<file path="config.mk">
export PLATFORM = sky130hd
export DESIGN_NAME = ps2_host_tx_flat
export DESIGN_NICKNAME = d
export VERILOG_FILES = /design/src/rtl/ps2_pkg.sv /design/src/rtl/ps2_host_tx_if.sv /design/src/rtl/ps2_line_filter.sv /design/src/rtl/ps2_host_tx.sv /design/src/flat_wrapper.sv
export SDC_FILE = /design/constraint.sdc
export NUM_CORES = 1
export LEC_CHECK = 0
export CORE_ASPECT_RATIO = 0.6
export CORE_MARGIN = 2
export CORE_UTILIZATION = 59
export CTS_BUF_LIST = sky130_fd_sc_hd__clkbuf_4 sky130_fd_sc_hd__clkbuf_8
export DETAILED_ROUTE_END_ITERATION = 8
export PLACE_DENSITY = 0.93
export SLEW_MARGIN = 5
export SYNTH_ARGS = -nofsm -noshare
export SYNTH_HDL_FRONTEND = slang
export SYNTH_SLANG_ARGS = --single-unit
export TNS_END_PERCENT = 20
</file>
<file path="constraint.sdc">
create_clock -name i_clk -period 2.2 [get_ports i_clk]
set_input_delay 0.22 -clock i_clk [delete_from_list [all_inputs] [get_ports i_clk]]
set_output_delay 0.22 -clock i_clk [all_outputs]
set_load 0.03 [all_outputs]
</file>
<file path="src/rtl/ps2_pkg.sv">
// ps2_pkg: shared definitions for the PS/2 host transmitter and keyboard receiver.
//   - tx_state_e         : host-to-device transmit FSM encoding
//   - CMD_*              : common host command bytes
//   - *_DEF              : default timing parameters shared with the receiver
//   - odd_parity()       : PS/2 frame parity bit for a data byte
package ps2_pkg;

    typedef enum logic [2:0] {
        StIdle,
        StInhibit,
        StRts,
        StSend,
        StAck,
        StWaitIdle
    } tx_state_e;

    localparam logic [7:0] CMD_SET_LEDS = 8'hED;
    localparam logic [7:0] CMD_ENABLE   = 8'hF4;
    localparam logic [7:0] CMD_RESET    = 8'hFF;

    localparam int unsigned INHIBIT_CYCLES_DEF = 10000;   // 100 us at 100 MHz
    localparam int unsigned FILTER_LEN_DEF     = 8;
    localparam int unsigned TIMEOUT_CYCLES_DEF = 2000000; // 20 ms at 100 MHz

    // Parity bit that makes the 9-bit {parity, data} word have an odd number of ones.
    function automatic logic odd_parity(input logic [7:0] i_data);
        return ~^i_data;
    endfunction

endpackage

</file>
<file path="src/rtl/ps2_host_tx_if.sv">
// ps2_host_tx_if: command/status and pad bundle between a controller and ps2_host_tx.
//   ps2c_in, ps2d_in  : raw pad levels
//   wr_en, din        : one-cycle send request and command byte
//   ps2c_oe, ps2d_oe  : open-drain pull-low enables
//   tx_busy           : transfer in flight (also gates the receiver)
//   tx_done, tx_err   : one-cycle completion pulses (ack / nack or timeout)
// Modports: master = controller and pads, slave = transmitter.
interface ps2_host_tx_if;

    logic       ps2c_in;
    logic       ps2d_in;
    logic       wr_en;
    logic [7:0] din;
    logic       ps2c_oe;
    logic       ps2d_oe;
    logic       tx_busy;
    logic       tx_done;
    logic       tx_err;

    modport master (
        output ps2c_in, ps2d_in, wr_en, din,
        input  ps2c_oe, ps2d_oe, tx_busy, tx_done, tx_err
    );

    modport slave (
        input  ps2c_in, ps2d_in, wr_en, din,
        output ps2c_oe, ps2d_oe, tx_busy, tx_done, tx_err
    );

endinterface

</file>
<file path="src/rtl/ps2_line_filter.sv">
// ps2_line_filter: 2-FF synchroniser plus debounce for one PS/2 line.
//   i_clk, i_reset : system clock, synchronous active-high reset
//   i_pad          : raw pad level
//   o_level        : filtered level; changes after FILTER_LEN equal synchronised samples
//   o_fall         : one-cycle strobe when o_level goes 1 -> 0
// Synchroniser and filtered level reset to 1 (idle bus).
module ps2_line_filter #(
    parameter int unsigned FILTER_LEN = 8
) (
    input  logic i_clk,
    input  logic i_reset,
    input  logic i_pad,
    output logic o_level,
    output logic o_fall
);

    localparam int unsigned CW = (FILTER_LEN > 1) ? $clog2(FILTER_LEN) : 1;
    localparam logic [CW-1:0] CNT_LAST = CW'(FILTER_LEN - 1);

    logic [1:0]    r_sync;
    logic          r_level;
    logic [CW-1:0] r_cnt;
    logic          r_fall;

    always_ff @(posedge i_clk) begin
        if (i_reset) begin
            r_sync  <= 2'b11;
            r_level <= 1'b1;
            r_cnt   <= '0;
            r_fall  <= 1'b0;
        end else begin
            r_sync <= {r_sync[0], i_pad};
            r_fall <= 1'b0;
            if (r_sync[1] == r_level) begin
                r_cnt <= '0;
            end else if (r_cnt == CNT_LAST) begin
                // FILTER_LEN consecutive differing samples: accept the new level
                r_level <= r_sync[1];
                r_cnt   <= '0;
                r_fall  <= r_level;
            end else begin
                r_cnt <= r_cnt + 1'b1;
            end
        end
    end

    assign o_level = r_level;
    assign o_fall  = r_fall;

endmodule

</file>
<file path="src/rtl/ps2_host_tx.sv">
// ps2_host_tx: host-to-device PS/2 command transmitter.
//   i_clk, i_reset : system clock, synchronous active-high reset
//   io_bus         : ps2_host_tx_if.slave (pads, wr_en/din request, oe drives, status pulses)
// Sequence: inhibit (ps2c low) -> request-to-send (ps2d low) -> shift data, parity, stop on
// each device clock fall -> sample ack on the next fall -> wait for idle lines -> pulse
// tx_done (ack) or tx_err (nack).
// Optional macro PS2_TX_TIMEOUT_EN: watchdog of TIMEOUT_CYCLES from SEND entry through
// WAIT_IDLE; expiry releases both lines and pulses tx_err.
module ps2_host_tx
    import ps2_pkg::*;
#(
    parameter int unsigned INHIBIT_CYCLES = INHIBIT_CYCLES_DEF,
    parameter int unsigned FILTER_LEN     = FILTER_LEN_DEF
`ifdef PS2_TX_TIMEOUT_EN
    ,
    parameter int unsigned TIMEOUT_CYCLES = TIMEOUT_CYCLES_DEF
`endif
) (
    input  logic          i_clk,
    input  logic          i_reset,
    ps2_host_tx_if.slave  io_bus
);

    localparam int unsigned IW = $clog2(INHIBIT_CYCLES + 1);
    localparam logic [IW-1:0] INH_LAST = IW'(INHIBIT_CYCLES - 1);

    tx_state_e     r_state;
    tx_state_e     w_state_next;
    logic [9:0]    r_frame;    // {stop, parity, data}, sent LSB first
    logic [3:0]    r_idx;
    logic [IW-1:0] r_inh_cnt;
    logic          r_d_oe;
    logic          r_ack;
    logic          r_tx_done;
    logic          r_tx_err;
    logic [1:0]    r_dsync;

    logic          w_c_level;
    logic          w_c_fall;
    logic          w_accept;
    logic          w_shift;
    logic          w_sample;
    logic          w_finish;
    logic          w_tmo;
    logic          w_in_xfer;

    ps2_line_filter #(
        .FILTER_LEN (FILTER_LEN)
    ) u_c_filter (
        .i_clk   (i_clk),
        .i_reset (i_reset),
        .i_pad   (io_bus.ps2c_in),
        .o_level (w_c_level),
        .o_fall  (w_c_fall)
    );

    assign w_in_xfer = (r_state == StSend) || (r_state == StAck) || (r_state == StWaitIdle);

`ifdef PS2_TX_TIMEOUT_EN
    localparam int unsigned TW = $clog2(TIMEOUT_CYCLES + 1);
    localparam logic [TW-1:0] TMO_LAST = TW'(TIMEOUT_CYCLES - 1);

    logic [TW-1:0] r_tmo;

    always_ff @(posedge i_clk) begin
        if (i_reset) begin
            r_tmo <= '0;
        end else if (r_state == StRts) begin
            r_tmo <= '0;
        end else if (w_in_xfer) begin
            r_tmo <= r_tmo + 1'b1;
        end
    end

    assign w_tmo = w_in_xfer && (r_tmo == TMO_LAST);
`else
    assign w_tmo = 1'b0;
`endif

    always_comb begin
        w_state_next = r_state;
        w_accept     = 1'b0;
        w_shift      = 1'b0;
        w_sample     = 1'b0;
        w_finish     = 1'b0;
        unique case (r_state)
            StIdle: begin
                // The cycle carrying a done/err pulse still refuses new work
                if (io_bus.wr_en && !r_tx_done && !r_tx_err) begin
                    w_accept     = 1'b1;
                    w_state_next = StInhibit;
                end
            end
            StInhibit: begin
                if (r_inh_cnt == INH_LAST) begin
                    w_state_next = StRts;
                end
            end
            StRts: begin
                w_state_next = StSend;
            end
            StSend: begin
                if (w_c_fall) begin
                    w_shift = 1'b1;
                    if (r_idx == 4'd9) begin
                        w_state_next = StAck;
                    end
                end
            end
            StAck: begin
                if (w_c_fall) begin
                    w_sample     = 1'b1;
                    w_state_next = StWaitIdle;
                end
            end
            StWaitIdle: begin
                if (w_c_level && r_dsync[1]) begin
                    w_finish     = 1'b1;
                    w_state_next = StIdle;
                end
            end
            default: begin
                w_state_next = StIdle;
            end
        endcase
        // Watchdog overrides whatever the transfer was doing
        if (w_tmo) begin
            w_shift      = 1'b0;
            w_sample     = 1'b0;
            w_finish     = 1'b0;
            w_state_next = StIdle;
        end
    end

    always_ff @(posedge i_clk) begin
        if (i_reset) begin
            r_state   <= StIdle;
            r_frame   <= '0;
            r_idx     <= '0;
            r_inh_cnt <= '0;
            r_d_oe    <= 1'b0;
            r_ack     <= 1'b0;
            r_tx_done <= 1'b0;
            r_tx_err  <= 1'b0;
            r_dsync   <= 2'b11;
        end else begin
            r_state   <= w_state_next;
            r_dsync   <= {r_dsync[0], io_bus.ps2d_in};
            r_tx_done <= w_finish && r_ack;
            r_tx_err  <= (w_finish && !r_ack) || w_tmo;
            if (w_accept) begin
                r_frame   <= {1'b1, odd_parity(io_bus.din), io_bus.din};
                r_idx     <= '0;
                r_inh_cnt <= '0;
            end else if (r_state == StInhibit) begin
                r_inh_cnt <= r_inh_cnt + 1'b1;
            end
            // Start bit is held from RTS until the first device clock fall
            if (r_state == StInhibit && w_state_next == StRts) begin
                r_d_oe <= 1'b1;
            end
            if (w_shift) begin
                r_d_oe <= ~r_frame[r_idx];
                r_idx  <= r_idx + 1'b1;
            end
            if (w_sample) begin
                r_ack <= ~r_dsync[1];
            end
        end
    end

    assign io_bus.ps2c_oe = (r_state == StInhibit) || (r_state == StRts);
    assign io_bus.ps2d_oe = ((r_state == StRts) || (r_state == StSend)) && r_d_oe;
    assign io_bus.tx_busy = (r_state != StIdle);
    assign io_bus.tx_done = r_tx_done;
    assign io_bus.tx_err  = r_tx_err;

endmodule

</file>
<file path="src/flat_wrapper.sv">
// flat-port wrapper written by rule: the top's interface ports become plain ports
module ps2_host_tx_flat import ps2_pkg::*;
#(
    parameter int unsigned INHIBIT_CYCLES = INHIBIT_CYCLES_DEF,
    parameter int unsigned FILTER_LEN     = FILTER_LEN_DEF

)
  (i_clk, i_reset, io_bus_ps2c_in, io_bus_ps2d_in, io_bus_wr_en, io_bus_din, io_bus_ps2c_oe, io_bus_ps2d_oe, io_bus_tx_busy, io_bus_tx_done, io_bus_tx_err);
  ps2_host_tx_if io_bus_i ();
  input  logic i_clk;
  input  logic i_reset;
  input wire logic [$bits(io_bus_i.ps2c_in)-1:0] io_bus_ps2c_in;
  input wire logic [$bits(io_bus_i.ps2d_in)-1:0] io_bus_ps2d_in;
  input wire logic [$bits(io_bus_i.wr_en)-1:0] io_bus_wr_en;
  input wire logic [$bits(io_bus_i.din)-1:0] io_bus_din;
  output wire logic [$bits(io_bus_i.ps2c_oe)-1:0] io_bus_ps2c_oe;
  output wire logic [$bits(io_bus_i.ps2d_oe)-1:0] io_bus_ps2d_oe;
  output wire logic [$bits(io_bus_i.tx_busy)-1:0] io_bus_tx_busy;
  output wire logic [$bits(io_bus_i.tx_done)-1:0] io_bus_tx_done;
  output wire logic [$bits(io_bus_i.tx_err)-1:0] io_bus_tx_err;
  assign io_bus_i.ps2c_in = io_bus_ps2c_in;
  assign io_bus_i.ps2d_in = io_bus_ps2d_in;
  assign io_bus_i.wr_en = io_bus_wr_en;
  assign io_bus_i.din = io_bus_din;
  assign io_bus_ps2c_oe = io_bus_i.ps2c_oe;
  assign io_bus_ps2d_oe = io_bus_i.ps2d_oe;
  assign io_bus_tx_busy = io_bus_i.tx_busy;
  assign io_bus_tx_done = io_bus_i.tx_done;
  assign io_bus_tx_err = io_bus_i.tx_err;
  ps2_host_tx #(.INHIBIT_CYCLES(INHIBIT_CYCLES), .FILTER_LEN(FILTER_LEN)) u_core (.i_clk(i_clk), .i_reset(i_reset), .io_bus(io_bus_i));
endmodule
</file>
==> flow_metrics.env <==
export IMPL_status="finished, final reports clean"
export IMPL_cp_top_family="buffers and inverters"
export IMPL_totalWireLength_um=4300
export IMPL_p_clk_frac=0.384
export IMPL_clockBufferDepth=2
export IMPL_setup_violations=0
export IMPL_clock_latency_ps=300
export IMPL_max_cap_violations=0
export IMPL_place_gp_congestion=0.800
export IMPL_core_um2=3220
export IMPL_cts_buffers=5
export IMPL_cts_tree="built"
export IMPL_p_sw_frac=0.233
export IMPL_cp_slowest_cell="clkdlybuf4s50_1"
export IMPL_r2r_start="u_core.r_state[0]$_SDFF_PP0_"
export IMPL_drc_errors=0
export IMPL_die_y_um=48.8
export IMPL_endpoint_kind="output pin"
export IMPL_area_delta_synth_final_pct=17.1
export IMPL_ios=18
export IMPL_diodes=0
export IMPL_endpoint="io_bus_ps2d_oe"
export IMPL_clock_root_buffer="clkbuf_8"
export IMPL_p_seq_frac=0.519
export IMPL_cts_sinks=44
export IMPL_ant_nets=0
export IMPL_fp_row_count=16
export IMPL_drtIter0Drc=118
export IMPL_dp_hpwl_um=3110
export IMPL_p_per_area_nw_per_um2=691
export IMPL_vias=1680
export IMPL_post_route_util=0.718
export IMPL_design_area_um2=2310
export IMPL_critPathBufInv=2
export IMPL_postCtsSetupBuffers=0
export IMPL_dieWidth_um=78.7
export IMPL_finClkSkew_ps=7.20
export IMPL_arrival_ps=1850
export IMPL_worstPathCellList="buf_4 > nor2b_1 > and2_1 > clkdlybuf4s50_1"
export IMPL_synth_edf_count=0
export IMPL_synth_distinct_cells=40
export IMPL_drt_pass1_iterations=4
export IMPL_drive_gt1_frac=0.107
export IMPL_slew_violations=0
export IMPL_worstMarginPinSlew_ps=729
export IMPL_timing_rr_end="u_core.r_inh_cnt[13]$_SDFFE_PP0P_"
export IMPL_power_leakage_uw=0.000816
export IMPL_min_period_over_period=0.943
export IMPL_relSlewSlack=0.513
export IMPL_finalHoldViolations=0
export IMPL_startpoint="u_core.r_state[1]$_SDFF_PP0_"
export IMPL_crit_required_ps=1980
export IMPL_cp_start_kind="flop"
export IMPL_ys_seq_elements=44
export IMPL_place_area_um2=2200
export IMPL_via_per_inst=5.85
export IMPL_cpPeakStageDelay_ps=660
export IMPL_internal_power_uw=1230
export IMPL_cp_max_fo=12
export IMPL_final_common_cell="dfxtp_1"
export IMPL_grt_first_pass_wirelength_um=7350
export IMPL_design_power_total_uw=1600
export IMPL_setup_tns_final_ps=0
export IMPL_min_path_type="flop to flop"
export IMPL_synthArstFlopShare=0
export IMPL_syn_nets=240
export IMPL_overflow=0
export IMPL_cp_num_cells=4
export IMPL_synthesis_area_um2=1980
export IMPL_cts_resized=0
export IMPL_ff2ff_setup_slack_ps=200
export IMPL_yosysSeqAreaShare=0.446
export IMPL_h_tree_depth=2
export IMPL_reg2reg_depth=4
export IMPL_grt_max_degree=28
export IMPL_worstSetupPathType="flop to output pin"
export IMPL_nets=259
export IMPL_initial_core_util=0.613
export IMPL_grt_usage=0.256
export IMPL_dieArea_um2=3840
export IMPL_wl_per_cell_um=15.0
export IMPL_p_switching_uw=373
export IMPL_ys_warn_count=0
export IMPL_irDropWorstVdd_mv=0.437
export IMPL_io_buffers=17
export IMPL_synthFlopType="dfxtp_1"
export IMPL_first_global_vias=1577
export IMPL_syn_mean_instance_area_um2=8.90
export IMPL_combPwrFrac=0.097
export IMPL_final_cell_mix="dfxtp_1, a21oi_1, nand2_1, clkdlybuf4s50_1, nand3_1"
export IMPL_path_clk_slew_ps=80
export IMPL_rsz0062_at_grt="no"
export IMPL_cts_hold_buf=0
export IMPL_syn_inst=222
export IMPL_clock_fmax_ghz=0.482
export IMPL_antenna_found_initial=0
export IMPL_fin_crit_ps=2070
[registers in the layout (all words and copies together), names as in the netlist]
register,cells
u_core.r_inh_cnt,14
u_core.r_frame,10
u_core.r_idx,4
u_core.r_state,3
u_core.u_c_filter.r_cnt,3
u_core.r_dsync,2
u_core.u_c_filter.r_sync,2
u_core.io_bus.tx_done,1
u_core.io_bus.tx_err,1
u_core.r_ack,1
u_core.r_d_oe,1
u_core.u_c_filter.o_fall,1
u_core.u_c_filter.o_level,1
[Yosys cell counts, drive strengths merged, types with 3 or more instances]
library cell / number / area [um^2]
a21oi: 21 / 105
and2: 4 / 25.0
clkbuf: 11 / 41.3
dfxtp: 44 / 881
ha: 5 / 62.6
inv: 5 / 18.8
nand2: 20 / 75.1
nand2b: 3 / 18.8
nand3: 16 / 80.1
nand4: 4 / 25.0
nor2: 15 / 56.3
nor3: 6 / 30.0
nor3b: 3 / 22.5
nor4: 3 / 18.8
o21ai: 7 / 35.0
or2: 5 / 31.3
or3: 6 / 37.5
xnor2: 12 / 105
xor2: 4 / 35.0
[power by group through the flow]
stage | Combinational (uW) | Clock, uW | Sequential (uW)
floorplan | 102 | 0 | 843
global placement | 151 | 0 | 845
detailed placement | 154 | 0 | 848
CTS | 155 | 629 | 829
global route | 170 | 658 | 832
finish | 155 | 615 | 829
[worst min-delay path by stage]
stage,to,from,slack (ps),cells past startpoint
after floorplan,u_core.r_dsync[0]$_SDFF_PP1_,io_bus_ps2d_in,320,1
after global placement,u_core.u_c_filter.r_sync[1]$_SDFF_PP1_,u_core.u_c_filter.r_sync[0]$_SDFF_PP1_,390,1
after detailed placement,u_core.u_c_filter.r_sync[1]$_SDFF_PP1_,u_core.u_c_filter.r_sync[0]$_SDFF_PP1_,400,1
after CTS,u_core.u_c_filter.r_sync[1]$_SDFF_PP1_,u_core.u_c_filter.r_sync[0]$_SDFF_PP1_,420,1
after global routing,u_core.u_c_filter.r_sync[1]$_SDFF_PP1_,u_core.u_c_filter.r_sync[0]$_SDFF_PP1_,450,1
final,u_core.u_c_filter.r_sync[1]$_SDFF_PP1_,u_core.u_c_filter.r_sync[0]$_SDFF_PP1_,410,1
[stage by stage]
step                hold WS [ps]  std cells  worst slack, ps
global placement             393        279              287
detailed placement           396        279              228
global route                 447        287             50.3
floorplan                    324        222              325
finish                       412        287              126
CTS                          416        287              131
[per-layer routing]
layer | vias to the layer above | GRT usage | routed length, um
li1 | 814 | - | -
met4 | 0 | 0.146 | 116
met5 | - | 0 | 0
met1 | 785 | 0.345 | 2040
met3 | 12 | 0.0667 | 292
met2 | 69 | 0.375 | 1860
[logic make-up after synthesis]
kind of cell / after synthesis / share of synthesized area
multiplexers: 5 / 0.0386
AO/OA/AOI/OAI: 37 / 0.107
AND/OR/NAND/NOR: 98 / 0.270
XOR/XNOR: 16 / 0.0709
flip-flops: 44 / 0.446
adder cells (fa/ha/maj): 5 / 0.0316
buffers and inverters: 17 / 0.0361
[cell type report]
cell class / instances / area, um^2
clock buffers: 5 / 68.8
clock inverters: 3 / 42.5
fillers: 244 / 908
inverters: 5 / 18.8
multi-input cells: 161 / 1020
flip-flops and latches: 44 / 881
well taps: 45 / 56.3
repair buffers: 24 / 223
Note: power is estimated with default switching activity, not from simulation.
